## src/rtl/morse_transmit_char_pkg.sv

```systemverilog
// Shared definitions for the Morse transmitter.
// Holds the character-code width, the Morse length limits, the space code,
// the FSM state encoding and the packed {len, dits_dahs} code type.
// morse_code() turns a pattern written left-to-right (first element in the
// most significant used bit, 1 = dah) into the transmit order, where
// element i sits in dits_dahs[i] and i = 0 is sent first.
package morse_transmit_char_pkg;

  localparam int CHAR_W        = 8;
  localparam int MORSE_LEN_W   = 3;
  localparam int MAX_MORSE_LEN = 5;

  localparam logic [CHAR_W-1:0] CHAR_CODE_SPACE = 8'h20;

  typedef enum logic [2:0] {
    ST_IDLE,
    ST_MARK,
    ST_GAP,
    ST_CHAR_GAP,
    ST_WORD_GAP
  } state_e;

  typedef struct packed {
    logic [MORSE_LEN_W-1:0]   len;
    logic [MAX_MORSE_LEN-1:0] dits_dahs;
  } morse_code_t;

  // Reverses the low 'len' bits so the table can be written as read aloud.
  function automatic morse_code_t morse_code(input int len,
                                             input logic [MAX_MORSE_LEN-1:0] written);
    morse_code_t code;
    code.len       = MORSE_LEN_W'(len);
    code.dits_dahs = '0;
    for (int i = 0; i < MAX_MORSE_LEN; i++) begin
      if (i < len) begin
        code.dits_dahs[3'(i)] = written[3'(len - 1 - i)];
      end
    end
    return code;
  endfunction

endpackage

```

## src/rtl/morse_transmit_char_encode.sv

```systemverilog
// morse_encode_char: combinational character code -> Morse pattern.
// Ports:
//   char       in  [CHAR_W]         ASCII character code (A-Z, 0-9)
//   len        out [MORSE_LEN_W]    number of elements, 0 when unmapped
//   dits_dahs  out [MAX_MORSE_LEN]  element i in bit i, 1 = dah, bit 0 first
// The table is the inverse of the receiver's recognition table; anything
// it does not list (including space, handled by the top) reports len = 0.
module morse_encode_char
  import morse_transmit_char_pkg::*;
(
  input  logic [CHAR_W-1:0]        char,
  output logic [MORSE_LEN_W-1:0]   len,
  output logic [MAX_MORSE_LEN-1:0] dits_dahs
);

  morse_code_t code;

  always_comb begin
    code = '0;
    case (char)
      8'h41: code = morse_code(2, 5'b00001); // A .-
      8'h42: code = morse_code(4, 5'b01000); // B -...
      8'h43: code = morse_code(4, 5'b01010); // C -.-.
      8'h44: code = morse_code(3, 5'b00100); // D -..
      8'h45: code = morse_code(1, 5'b00000); // E .
      8'h46: code = morse_code(4, 5'b00010); // F ..-.
      8'h47: code = morse_code(3, 5'b00110); // G --.
      8'h48: code = morse_code(4, 5'b00000); // H ....
      8'h49: code = morse_code(2, 5'b00000); // I ..
      8'h4A: code = morse_code(4, 5'b00111); // J .---
      8'h4B: code = morse_code(3, 5'b00101); // K -.-
      8'h4C: code = morse_code(4, 5'b00100); // L .-..
      8'h4D: code = morse_code(2, 5'b00011); // M --
      8'h4E: code = morse_code(2, 5'b00010); // N -.
      8'h4F: code = morse_code(3, 5'b00111); // O ---
      8'h50: code = morse_code(4, 5'b00110); // P .--.
      8'h51: code = morse_code(4, 5'b01101); // Q --.-
      8'h52: code = morse_code(3, 5'b00010); // R .-.
      8'h53: code = morse_code(3, 5'b00000); // S ...
      8'h54: code = morse_code(1, 5'b00001); // T -
      8'h55: code = morse_code(3, 5'b00001); // U ..-
      8'h56: code = morse_code(4, 5'b00001); // V ...-
      8'h57: code = morse_code(3, 5'b00011); // W .--
      8'h58: code = morse_code(4, 5'b01001); // X -..-
      8'h59: code = morse_code(4, 5'b01011); // Y -.--
      8'h5A: code = morse_code(4, 5'b01100); // Z --..
      8'h30: code = morse_code(5, 5'b11111); // 0
      8'h31: code = morse_code(5, 5'b01111); // 1
      8'h32: code = morse_code(5, 5'b00111); // 2
      8'h33: code = morse_code(5, 5'b00011); // 3
      8'h34: code = morse_code(5, 5'b00001); // 4
      8'h35: code = morse_code(5, 5'b00000); // 5
      8'h36: code = morse_code(5, 5'b10000); // 6
      8'h37: code = morse_code(5, 5'b11000); // 7
      8'h38: code = morse_code(5, 5'b11100); // 8
      8'h39: code = morse_code(5, 5'b11110); // 9
      default: code = '0;
    endcase
  end

  assign len       = code.len;
  assign dits_dahs = code.dits_dahs;

endmodule

```

## src/rtl/morse_transmit_char.sv

```systemverilog
// morse_transmit_char: keys one character per valid/ready handshake onto
// the Morse 'signal' line with unit-based mark/gap timing.
// Ports:
//   clk, rst_n   clock and synchronous active-low reset
//   ce           timing enable, one prescaler pulse per high cycle
//   char         character code, char_valid/char_ready handshake
//   signal       keyed output, 1 = mark
//   busy         high in every state but IDLE
//   done         1-cycle pulse in the last cycle of a trailing gap
//   error        1-cycle pulse after accepting an unmapped code
//   tone         sidetone
// Optional feature: define MORSE_TX_SIDETONE_EN to add parameter
// TONE_HALF_PERIOD and a tone divider that toggles 'tone' while keyed;
// otherwise tone is tied to 0.
module morse_transmit_char
  import morse_transmit_char_pkg::*;
#(
  parameter int PULSES_PER_UNIT = 10,
  parameter int DIT_UNITS       = 1,
  parameter int DAH_UNITS       = 3,
  parameter int PAUSE_UNITS     = 1,
  parameter int CHAR_UNITS      = 3,
  parameter int WORD_UNITS      = 7,
  parameter int CNT_W           = 16
`ifdef MORSE_TX_SIDETONE_EN
  ,
  parameter int TONE_HALF_PERIOD = 25000
`endif
) (
  input  logic              clk,
  input  logic              rst_n,
  input  logic              ce,
  input  logic [CHAR_W-1:0] char,
  input  logic              char_valid,
  output logic              char_ready,
  output logic              signal,
  output logic              busy,
  output logic              done,
  output logic              error,
  output logic              tone
);

  state_e                   state_q, state_d;
  logic [CNT_W-1:0]         pre_q, pre_d;
  logic [CNT_W-1:0]         unit_q, unit_d;
  logic [CNT_W-1:0]         unit_last;
  logic [MORSE_LEN_W-1:0]   idx_q, idx_d;
  logic [MORSE_LEN_W-1:0]   len_q, len_d;
  logic [MAX_MORSE_LEN-1:0] pat_q, pat_d;
  logic                     signal_q, signal_d;
  logic                     error_q, error_d;

  logic [MORSE_LEN_W-1:0]   enc_len;
  logic [MAX_MORSE_LEN-1:0] enc_pat;
  logic                     tick;
  logic                     interval_done;
  logic                     accept;

  morse_encode_char u_encode (
    .char      (char),
    .len       (enc_len),
    .dits_dahs (enc_pat)
  );

  // Last unit index of the interval the current state is timing.
  always_comb begin
    unit_last = '0;
    case (state_q)
      ST_MARK:     unit_last = pat_q[idx_q] ? CNT_W'(DAH_UNITS - 1) : CNT_W'(DIT_UNITS - 1);
      ST_GAP:      unit_last = CNT_W'(PAUSE_UNITS - 1);
      ST_CHAR_GAP: unit_last = CNT_W'(CHAR_UNITS - 1);
      ST_WORD_GAP: unit_last = CNT_W'(WORD_UNITS - CHAR_UNITS - 1);
      default:     unit_last = '0;
    endcase
  end

  assign tick          = ce && (pre_q == CNT_W'(PULSES_PER_UNIT - 1));
  assign interval_done = tick && (unit_q == unit_last);

  // The final cycle of a trailing gap doubles as an acceptance slot, so a
  // waiting character follows with no extra idle cycle between them.
  assign done       = ((state_q == ST_CHAR_GAP) || (state_q == ST_WORD_GAP)) && interval_done;
  assign char_ready = (state_q == ST_IDLE) || done;
  assign accept     = char_valid && char_ready;
  assign busy       = (state_q != ST_IDLE);
  assign signal     = signal_q;
  assign error      = error_q;

  always_comb begin
    state_d  = state_q;
    pre_d    = pre_q;
    unit_d   = unit_q;
    idx_d    = idx_q;
    len_d    = len_q;
    pat_d    = pat_q;
    signal_d = signal_q;
    error_d  = 1'b0;

    if (ce) begin
      if (tick) begin
        pre_d  = '0;
        unit_d = unit_q + CNT_W'(1);
      end else begin
        pre_d = pre_q + CNT_W'(1);
      end
    end

    case (state_q)
      ST_IDLE: begin
        pre_d  = '0;
        unit_d = '0;
      end
      ST_MARK: begin
        if (interval_done) begin
          pre_d    = '0;
          unit_d   = '0;
          signal_d = 1'b0;
          if ((idx_q + MORSE_LEN_W'(1)) < len_q) begin
            state_d = ST_GAP;
            idx_d   = idx_q + MORSE_LEN_W'(1);
          end else begin
            state_d = ST_CHAR_GAP;
          end
        end
      end
      ST_GAP: begin
        if (interval_done) begin
          pre_d    = '0;
          unit_d   = '0;
          signal_d = 1'b1;
          state_d  = ST_MARK;
        end
      end
      ST_CHAR_GAP, ST_WORD_GAP: begin
        if (interval_done) begin
          pre_d   = '0;
          unit_d  = '0;
          state_d = ST_IDLE;
        end
      end
      default: begin
        state_d  = ST_IDLE;
        signal_d = 1'b0;
      end
    endcase

    // Acceptance wins over gap completion and restarts all timing.
    if (accept) begin
      pre_d  = '0;
      unit_d = '0;
      idx_d  = '0;
      len_d  = enc_len;
      pat_d  = enc_pat;
      if (char == CHAR_CODE_SPACE) begin
        state_d  = ST_WORD_GAP;
        signal_d = 1'b0;
      end else if (enc_len == '0) begin
        state_d  = ST_IDLE;
        signal_d = 1'b0;
        error_d  = 1'b1;
      end else begin
        state_d  = ST_MARK;
        signal_d = 1'b1;
      end
    end
  end

  always_ff @(posedge clk) begin
    if (!rst_n) begin
      state_q  <= ST_IDLE;
      pre_q    <= '0;
      unit_q   <= '0;
      idx_q    <= '0;
      len_q    <= '0;
      pat_q    <= '0;
      signal_q <= 1'b0;
      error_q  <= 1'b0;
    end else begin
      state_q  <= state_d;
      pre_q    <= pre_d;
      unit_q   <= unit_d;
      idx_q    <= idx_d;
      len_q    <= len_d;
      pat_q    <= pat_d;
      signal_q <= signal_d;
      error_q  <= error_d;
    end
  end

`ifdef MORSE_TX_SIDETONE_EN
  localparam int TONE_W = (TONE_HALF_PERIOD > 1) ? $clog2(TONE_HALF_PERIOD) : 1;

  logic [TONE_W-1:0] tone_cnt_q, tone_cnt_d;
  logic              tone_q, tone_d;

  // Divider runs only while keyed; silence parks it at zero.
  always_comb begin
    tone_cnt_d = tone_cnt_q;
    tone_d     = tone_q;
    if (!signal_q) begin
      tone_cnt_d = '0;
      tone_d     = 1'b0;
    end else if (tone_cnt_q == TONE_W'(TONE_HALF_PERIOD - 1)) begin
      tone_cnt_d = '0;
      tone_d     = ~tone_q;
    end else begin
      tone_cnt_d = tone_cnt_q + TONE_W'(1);
    end
  end

  always_ff @(posedge clk) begin
    if (!rst_n) begin
      tone_cnt_q <= '0;
      tone_q     <= 1'b0;
    end else begin
      tone_cnt_q <= tone_cnt_d;
      tone_q     <= tone_d;
    end
  end

  assign tone = tone_q;
`else
  assign tone = 1'b0;
`endif

endmodule

```

## config.mk

```make
export PLATFORM = sky130hd
export DESIGN_NAME = morse_transmit_char
export DESIGN_NICKNAME = d
export VERILOG_FILES = /design/src/rtl/morse_transmit_char_pkg.sv /design/src/rtl/morse_transmit_char_encode.sv /design/src/rtl/morse_transmit_char.sv
export SDC_FILE = /design/constraint.sdc
export NUM_CORES = 1
export LEC_CHECK = 0
export CORE_UTILIZATION = 56
export CTS_BUF_LIST = sky130_fd_sc_hd__clkbuf_4
export CTS_CLUSTER_SIZE = 16
export DETAILED_ROUTE_END_ITERATION = 12
export PLACE_DENSITY = 0.86
export SLEW_MARGIN = 30
export SYNTH_ARGS = -nofsm -noshare
export SYNTH_HDL_FRONTEND = slang
export SYNTH_SLANG_ARGS = --single-unit
export TNS_END_PERCENT = 1
```

## constraint.sdc

```tcl
create_clock -name clk -period 3.25 [get_ports clk]
set_input_delay 0.65 -clock clk [delete_from_list [all_inputs] [get_ports clk]]
set_output_delay 0.65 -clock clk [all_outputs]
set_load 0.005 [all_outputs]
```

[After elaboration in Yosys (flattened, before gate mapping)]
Memories as Yosys holds them, arrays and structs flattened.
Cells that the tools add are included.
Storage, ports and cells
  output and inout bits: 6
  memories: 1
  bits in read-only memories: 896
  input bits: 12
  word-level logic and storage cells: 73
  bits in registers: 48
Operators by class
  add/sub/neg operators: 3
  bitwise operators: 2
  equal/unequal tests: 12
  mux-type cells: 28
  order comparisons: 2
  reduce and logical (&&, ||, !) cells: 17
Memory list
  (no name shown): words 128, bits a word 7, rd ports 1, clocked after Yosys merged registers in 0, wr ports 0, line morse_transmit_char_encode.sv:20  | case (char)
Operators with widths (number)
  2-to-1 mux 16 bit: 6
  case mux 16 bit (2 select lines): 2
  adder 16 x 1 -> 16 bit (second input constant): 2
  == test 16 bit: 1
  == test 16 x 4 -> 1 bit (second input constant): 1
  2-to-1 mux 3 bit: 5
  case mux 3 bit (4 select lines): 1
  2-to-1 mux 1 bit: 9
  != test 3 bit (second input constant): 3
  == test 8 x 6 -> 1 bit (second input constant): 1
  2-to-1 mux 8 bit: 1
  == test 3 x 2 -> 1 bit (second input constant): 2
  zero test 3 bit: 2
  case mux 2 bit (3 select lines): 1
  AND reduction 3 bit: 2
  OR reduction 3 bit: 2
  logical AND 1 bit: 4
  less-than comparator 3 x 4 -> 1 bit (second input constant): 1
  AND reduction 4 bit: 1
  OR reduction 2 bit: 2
  OR reduction 4 bit: 1
  adder 3 x 1 -> 3 bit (second input constant): 1
  binary-select mux 1 bit (select 3 bit): 1
  == test 3 x 1 -> 1 bit (second input constant): 1
  9 further kinds: 11

[Longest topological paths before layout]
  depth after elaboration: 11
  gate-level depth with buffers: 11
  depth with buffers taken out: 9

[Hierarchy]
Synthesis repeated with hierarchy kept, for this count alone.
Unflattened totals
  cell total of the unflattened synthesis: 373
  area total of the unflattened synthesis: 3271.9 um^2
By module, submodules not included
  morse_transmit_char: seq. area each 960.9 um^2, times used 1, area an instance 2666.3 um^2, cells each 287
  morse_encode_char: seq. area each 0.0 um^2, times used 1, area an instance 605.6 um^2, cells each 86

[Worst setup path after synthesis]
OpenSTA, ideal clock, no wires.
  kind: input to output
  start point: input ce
  end point: output char_ready
  arrival: 1.883 ns
  path buffers: 2
  setup slack: 0.717 ns
  required time: 2.600 ns
  stages: 7
  cell sequence: buf_2 nor4bb_1 and4_1 buf_4 and3_1 nand3b_1 nand2_1
On the way
  cells in the longest elaborated chain, start to end: 4
Ends and longest elaborated chain
  from (decl): line morse_transmit_char.sv:32  | input logic ce,
  logical AND 1 bit: line morse_transmit_char.sv:77  | assign tick = ce && (pre_q == CNT_W'(PULSES_PER_UNIT - 1));
  logical AND 1 bit: line morse_transmit_char.sv:78  | assign interval_done = tick && (unit_q == unit_last);
  logical AND 1 bit: line morse_transmit_char.sv:82  | assign done = ((state_q == ST_CHAR_GAP) || (state_q == ST_WORD_GAP)) && interval_done;
  logical OR 1 bit: line morse_transmit_char.sv:83  | assign char_ready = (state_q == ST_IDLE) || done;
  to (decl): line morse_transmit_char.sv:35  | output logic char_ready,
Every way passes these cells.

[Worst setup path in the final report]
Ends and elaborated chain as after synthesis.

==> impl_metrics.json <==
{
  "outcome": "finished, final reports clean",
  "synth_edf_count": 0,
  "path_max_fanout": 3,
  "cts_buffers": 5,
  "crit_path_start_kind": "primary input",
  "fin_crit_sh": 0.953,
  "insertion_delay_ns": 0.38,
  "vias_per_cell": 5.97,
  "grt_overflow_total": 0,
  "routed_wl_um": 6460,
  "ir_drop_v": 0.000243,
  "cts_max_level": 2,
  "p_total_uw": 1110,
  "fin_skew_ns": 0.0143,
  "syn-num-nets": 389,
  "drt-initial-drc-count": 169,
  "row_count": 26,
  "root_buffer": "clkbuf_4",
  "syn_area_per_cell_sq_um": 8.08,
  "vias": 2723,
  "hold_violations": 0,
  "place_congestion": 0.881,
  "grt_max_degree": 19,
  "worstMarginPinSlew_ns": 0.541,
  "cp-end-kind": "output pin",
  "dieArea_sq_um": 5560,
  "area_growth_pct": 12.8,
  "multi_input_area_sq_um": 1900,
  "cts_tree": "built",
  "grt_usage": 0.246,
  "grt_pass1_vias": 2411,
  "slew_headroom": 0.638,
  "drc_errors": 0,
  "synth_mux_area_frac": 0.0530,
  "max_freq_mhz": 323,
  "die_y_um": 74.6,
  "finalMaxSlewViolations": 0,
  "cts_hold_buf": 0,
  "ys_seq_area_frac": 0.319,
  "hold-worst-slack_ns": 0.474,
  "nNetsFinal": 409,
  "ant_nets": 0,
  "finalSetupViolCount": 0,
  "cp.required_ns": 2.60,
  "dp_hpwl_um": 4600,
  "async_reset_ff_frac": 0,
  "dp_cells": 447,
  "drive_above_1_share": 0.104,
  "synth_area_leaders": "dfxtp_1 32%, nor2_1 7.8%, xor2_1 6.2%",
  "rsz0062_at_grt": "no",
  "yosysTopAreaCell": "dfxtp_1",
  "antenna_found_initial": 0,
  "fill_cells": 445,
  "fin_tns_setup_ns": 0,
  "cts.reportedPaths.clkPinSlew_ns": 0.14,
  "wl_per_cell_um": 14.2,
  "power_density_nw_per_um2": 335,
  "drt_first_pass_iters": 5,
  "synth_simple_gate_area_frac": 0.279,
  "cap_violations": 0,
  "die_w_um": 74.6,
  "fin_crit_ns": 3.10,
  "placed_cell_area_sq_um": 3220,
  "grt_pass1_wl_um": 10700,
  "io_pins": 18,
  "core_sq_um": 5070,
  "start_util": 0.581,
  "worstPathArrival_ns": 2.45,
  "ys.flop_type": "dfxtp_1",
  "synth_top_cell_area_share": 0.319,
  "syn_inst": 365,
  "numPortBuffers": 16,
  "n_antenna_cell": 0,
  "synthXorXnorAreaFrac": 0.101,
  "clock_path_buffers": 2,
  "ys_warn_count": 0,
  "synth.distinct_cells": 62,
  "cts.sinks": 47,
  "synth_top_family_by_area": "simple AND/OR/NAND/NOR gates",
  "crit_type": "in2out",
  "hold_path.class": "reg2reg",
  "final_cells": 456,
  "ff_latch_area_sq_um": 941,
  "netlist_area_sq_um": 2950,
  "leakagePower_uw": 0.00121,
  "ys_ff_latch": 47,
  "stdcell_area_sq_um": 3330,
  "synthAdderAreaFrac": 0.0547,
  "synth-compound-area-share": 0.146
}
[state kept, by name, indices dropped and copies added, names as in the netlist]
| register | count |
|---|---|
| len_q | 3 |
| unit_q | 16 |
| idx_q | 3 |
| state_q | 3 |
| pre_q | 16 |
| error | 1 |
| pat_q | 4 |
| signal | 1 |
[routing by layer]
metal  vias to the layer above  track usage  part of all wire
met5                         -            0                 0
met2                        70        0.421              0.50
met3                        11       0.0366             0.043
li1                       1341            -                 -
met1                      1301        0.321              0.45
met4                         0       0.0671            0.0091
[where the power goes]
group,switching [uW],internal (uW)
logic,80.3,68.9
clock network,209,166
registers,7.00,583
total,297,818
[cells in the final DEF, fill, tap and decap left out, types with 11 or more instances in the layout]
master	n
dfxtp_1	47
xor2_1	21
buf_4	15
clkdlybuf4s50_1	14
nor2_1	61
inv_1	11
nand2_1	28
ha_1	12
nand4_1	11
xnor2_1	13
nand3_1	16
[logic make-up after synthesis]
kind of cell,after synthesis
other cells,1
simple gates,165
compound gates,61
xor+xnor,34
flops,47
buf+inv,31
mux,13
fa+ha+maj,13
[cell type report]
type,instances,share of cell area
multi-input combinational,287,0.570
timing repair buffer,31,0.0812
tap,70,0.0263
clock buffer,5,0.0113
inverter,13,0.0147
clock inverter,3,0.0143
sequential,47,0.283
[synthesized netlist by cell type, drive strengths merged, types with 3 or more instances]
master,n
nor2,61
dfxtp,47
nand2,29
xor2,21
nand3,16
o21ai,14
inv,13
xnor2,13
ha,12
nand4,11
a21oi,10
mux2i,10
buf,9
clkbuf,9
and3,8
a211oi,7
a31oi,6
nor4,6
nand2b,5
and4,4
nand3b,4
nor2b,3
nor3,3
o41ai,3
or2,3
or3,3
[worst paths after layout]
path                               start    endpoint  slack (ns)  depth (start not counted)
worst max-delay path                  ce  char_ready        0.15                          8
worst min-delay path            pat_q[2]    pat_q[2]        0.47                          2
worst max register to register  idx_q[0]    pre_q[0]        0.62                          7
worst min register to register  pat_q[2]    pat_q[2]        0.47                          2
[worst max-delay path, cell delays in order]
cell             delay [ns]
clkdlybuf4s50_1        0.49
nor4bb_4               0.19
buf_4                  0.15
and4_1                 0.20
and3_4                 0.21
nand3b_1               0.16
nand2_1                0.15
dlygate4sd2_1          0.25
[timing repair]
| item | in CTS | in global routing |
|---|---|---|
| setup buffers | 1 | 0 |
| endpoints found under the hold margin | 0 | 0 |
| endpoints found under the setup margin | 2 | 0 |
| gates resized for setup | 5 | 0 |
[through the flow]
stage / worst slack [ns] / util
4_1_cts: 0.156 / 0.656
2_1_floorplan: 0.717 / -
3_5_place_dp: -0.214 / 0.634
5_1_grt: 0.0556 / 0.656
3_3_place_gp: -0.133 / 0.634
6_report: 0.152 / 0.656
No activity file was read; power rests on OpenSTA's default activity.
